### src/rtl/insn_buffer.sv
// insn_buffer: N-wide circular instruction buffer between fetch and dispatch (clock/reset, squash, if_valid/if_data/if_stall in, stall in, id_valid/id_data/count_out out)
module insn_buffer #(
  parameter int N = 2,
  parameter int DEPTH = 8,
  parameter int ENTRY_W = 128
) (
  input  logic                 clock,
  input  logic                 reset,
  input  logic                 squash,
  input  logic [N-1:0]         if_valid,
  input  logic [N*ENTRY_W-1:0] if_data,
  input  logic                 stall,
  output logic [N-1:0]         id_valid,
  output logic [N*ENTRY_W-1:0] id_data,
  output logic                 if_stall,
  output logic [$clog2(DEPTH+1)-1:0] count_out
);
  localparam int AW = $clog2(DEPTH);
  localparam int CW = $clog2(DEPTH+1);
  logic [ENTRY_W-1:0] mem [DEPTH];
  logic [AW-1:0] head, tail;
  logic [CW-1:0] count, enq, deq;
  assign if_stall = (count > CW'(DEPTH-N)) || squash;
  assign deq = (stall || squash) ? '0 : (count < CW'(N) ? count : CW'(N));
  assign count_out = count;
  always_comb begin
    enq = '0;
    for (int k = 0; k < N; k++) enq = enq + CW'(if_valid[k]);
    enq = if_stall ? '0 : enq;
  end
  always_ff @(posedge clock) begin
    if (!reset) begin
      head <= '0;
      tail <= '0;
      count <= '0;
    end else if (squash) begin
      head <= '0;
      tail <= '0;
      count <= '0;
    end else begin
      head <= head + AW'(deq);
      tail <= tail + AW'(enq);
      count <= count + enq - deq;
    end
  end
  always_ff @(posedge clock) begin
    for (int k = 0; k < N; k++)
      if (!if_stall && if_valid[k]) mem[tail + AW'(k)] <= if_data[k*ENTRY_W +: ENTRY_W];
  end
  for (genvar i = 0; i < N; i++) begin : g_lane
    assign id_data[i*ENTRY_W +: ENTRY_W] = mem[head + AW'(i)];
    assign id_valid[i] = (CW'(i) < count) && !squash;
  end
endmodule

### config.mk
export PLATFORM = sky130hd
export DESIGN_NAME = insn_buffer
export DESIGN_NICKNAME = d
export VERILOG_FILES = /design/src/rtl/insn_buffer.sv
export SDC_FILE = /design/constraint.sdc
export NUM_CORES = 2
export LEC_CHECK = 0
export ABC_CLOCK_PERIOD_IN_PS = 21100
export BUFFER_PORTS_ARGS = -buffer_cell sky130_fd_sc_hd__buf_2
export CAP_MARGIN = 10
export CORE_AREA = 5 5 390 392
export DETAILED_ROUTE_END_ITERATION = 10
export DIE_AREA = 0 0 395 397
export MAX_ROUTING_LAYER = met4
export PLACE_DENSITY = 0.6
export SLEW_MARGIN = 15
export SYNTH_ARGS = -nofsm -noshare
export SYNTH_HDL_FRONTEND = slang
export SYNTH_SLANG_ARGS = --single-unit
### constraint.sdc
create_clock -name clock -period 21.1 [get_ports clock]
set_clock_uncertainty 0.05 [all_clocks]
set_input_delay 3.165 -clock clock [delete_from_list [all_inputs] [get_ports clock]]
set_output_delay 3.165 -clock clock [all_outputs]
set_load 0.005 [all_outputs]
==> impl_metrics.csv <==
group,metric,value,unit
timing,post-route-min-period,8.32,ns
die,core,0.149,mm^2
synth,syn-cell-area,0.0587,mm^2
synth,synth_top_area_share,52.4,%
final_layout,final_cell_mix,"mux2_2, edfxtp_1, buf_2, mux4_2, clkbuf_16",
synth,avgSynthCellArea,18.5,um^2
die,dieWidth,395,um
power_and_ir_drop,p_leak,0.0219,uW
clock_network,cts_made_buffers,121,
synth,yosysWarnings,0,
power_and_ir_drop,power,5030,uW
timing,fmax,120,MHz
critical_path,crit_type,"flop to output port",
synth,async_reset_ff_share,0,%
synth,ys_types,32,
drt,drc,0,
grt,grt.overflow.total,0,
drt,drtIter0Drc,2604,
clock_network,path_clk_slew,0.06,ns
clock_network,cts_tree,"done",
critical_path,worstPathRequired,17.89,ns
drt,vias_per_cell,5.89,
timing,maxSlewViolCount,0,
timing,timing.slew.headroom,25.9,%
drt,routedWlPerCell,30.9,um
clock_network,cts_buffer_depth,3,
synth,netlist_instances,3173,
synth,synth.largest_area_cell,"edfxtp_1",
critical_path,startpoint_type,"flop",
final_layout,nNetsFinal,3904,
final_layout,utilization,45.4,%
power_and_ir_drop,max-vdd-ir-drop,0.0000664,V
synth,ys_seq_elements,1034,
power_and_ir_drop,pwr_density_cell,74.6,mW/mm^2
critical_path,timing.rr.start,"count_out[3]",
synth,synth-edff-count,1024,
critical_path,cp.arrival,5.10,ns
critical_path,cp_max_fo,107,
timing,max_slew.worst_pin.slew,1.11,ns
final_layout,drive_gt1_share,67.1,%
drt,vias,33742,
die,start_util,39.5,%
placed_design,io_buffers,524,
hold_path,hold_path.class,"flop to flop",
die,die_h,397,um
clock_network,hold_buffers,0,
clock_network,ctsResizeCount,0,
clock_network,htreeDepth,3,
placed_design,place.gp.congestion,0.762,
grt,grt_pass1_wl,258,mm
drt,dr.pass1.iters,5,
die,die_area,0.157,mm^2
die,placementRows,142,
timing,setup_viol,0,
synth,syn-num-nets,3450,
grt,first_global_vias,36299,
critical_path,cp-startpoint,"head[0]",
clock_network,insertion_delay,0.74,ns
final_layout,fillCellCount,12950,
clock_network,root_buffer,"clkbuf_16",
placed_design,dp_slack,13.39,ns
clock_network,post_cts_buffers,0,
grt,grt_start_max_net_pins,129,
drt,finalWirelength,177,mm
flow_run,maxCapViolations,0,
drt,detail-route-antenna-nets,0,
outcome,outcome,"complete, no violations",
grt,grt_usage,22.9,%
final_layout,multi_input_area,0.0267,mm^2
timing,rsz0062_at_grt,"false",
clock_network,clock_sinks,1034,
synth,synthTopCellsByArea,"edfxtp_1, mux2_2, mux4_2, buf_2, mux2_1",
final_layout,areaGrowthSynthToFinish,14.7,%
timing,hold_violations,0,
final_layout,ff_latch_area,0.0310,mm^2
hold_path,min_from,"count_out[2]",
critical_path,worst_setup_path_end_kind,"output port",
synth,synth-seq-area-share,52.7,%
synth,synth_ff_type,"edfxtp_1",
grt,grt_antenna_before_repair,61,
final_layout,final_common_cell,"mux2_2",
die,num_io_pins,525,
timing,setup_tns,0,ns
timing,timing.final.ws_setup,12.78,ns
placed_design,hpwl,101,mm
timing,post-route-period-util,39.4,%
state kept, by name, indices dropped and copies added (netlist names):
register / count
count_out: 4
head: 3
mem: 1024
tail: 3
logic make-up after synthesis:
kind of cell	Yosys count	synth area share, %
AND/OR/NAND/NOR	41	0.356
AO/OA/AOI/OAI	15	0.194
adder cells (fa/ha/maj)	15	0.371
flip-flops	1034	52.7
multiplexers	1792	44.2
XOR/XNOR	7	0.104
buffers and inverters	269	2.08
worst max-delay path, stage by stage (launching register included):
cell	delay (ns)
dfxtp_4	0.74
ha_4	0.76
buf_12	0.78
buf_4	0.75
mux4_2	0.60
mux2_2	0.33
buf_2	0.17
cells in the mapped netlist, types with 2 or more instances:
cell and count:
mux2_2 1222, edfxtp_1 1024, mux4_2 512, buf_2 166, clkbuf_1 65, mux2_1 58, buf_1 24, inv_1 13
nand2_1 12, ha_1 11, dfxtp_1 10, nor2_1 8, and2_1 7, fa_1 4, nand2b_1 4, o21ai_0 4
xnor2_1 4, a21oi_1 3, xor2_1 3, a311oi_2 2, nand3b_1 2, nor2b_1 2, nor3_1 2, o31ai_1 2
o41ai_1 2
per-layer routing:
metal / vias up / routed length, um / global-route usage, %
li1: 14405 / - / -
met2: 1032 / 88400 / 38.1
met1: 18037 / 71900 / 28.4
met4: 0 / 4740 / 6.91
met3: 268 / 11900 / 5.00
met5: - / 0 / -
per-stage QoR:
stage	hold WS (ns)	std cells	cell area, um^2
final	0.570	5729	67400
after global placement	0.545	5448	63400
after CTS	0.560	5675	67200
after floorplan	0.520	3173	58700
after detailed placement	0.550	5448	63400
after global routing	0.600	5726	67400
cell type report:
class | instances | share of cell area (%)
multi-input cells | 1870 | 39.7
diodes | 54 | 0.201
inverters | 13 | 0.0724
clock inverters | 66 | 0.880
flip-flops and latches | 1034 | 46.0
clock buffers | 161 | 4.87
repair buffers | 587 | 4.75
well taps | 1944 | 3.61
path summary, 6_finish.rpt:
path	cells past startpoint	slack, ns	to
min reg2reg	2	0.57	head[2]
max	6	12.78	id_data[171]
max reg2reg	7	16.44	mem[7][124]
min	2	0.57	head[2]
power breakdown:
group / leakage (uW) / total, uW / internal (uW) / switching (uW)
registers: 0.00937 / 2360 / 2340 / 28.8
clock network: 0.00189 / 2070 / 1210 / 865
logic: 0.0107 / 594 / 297 / 296
Note: power is estimated with default switching activity, not from simulation.
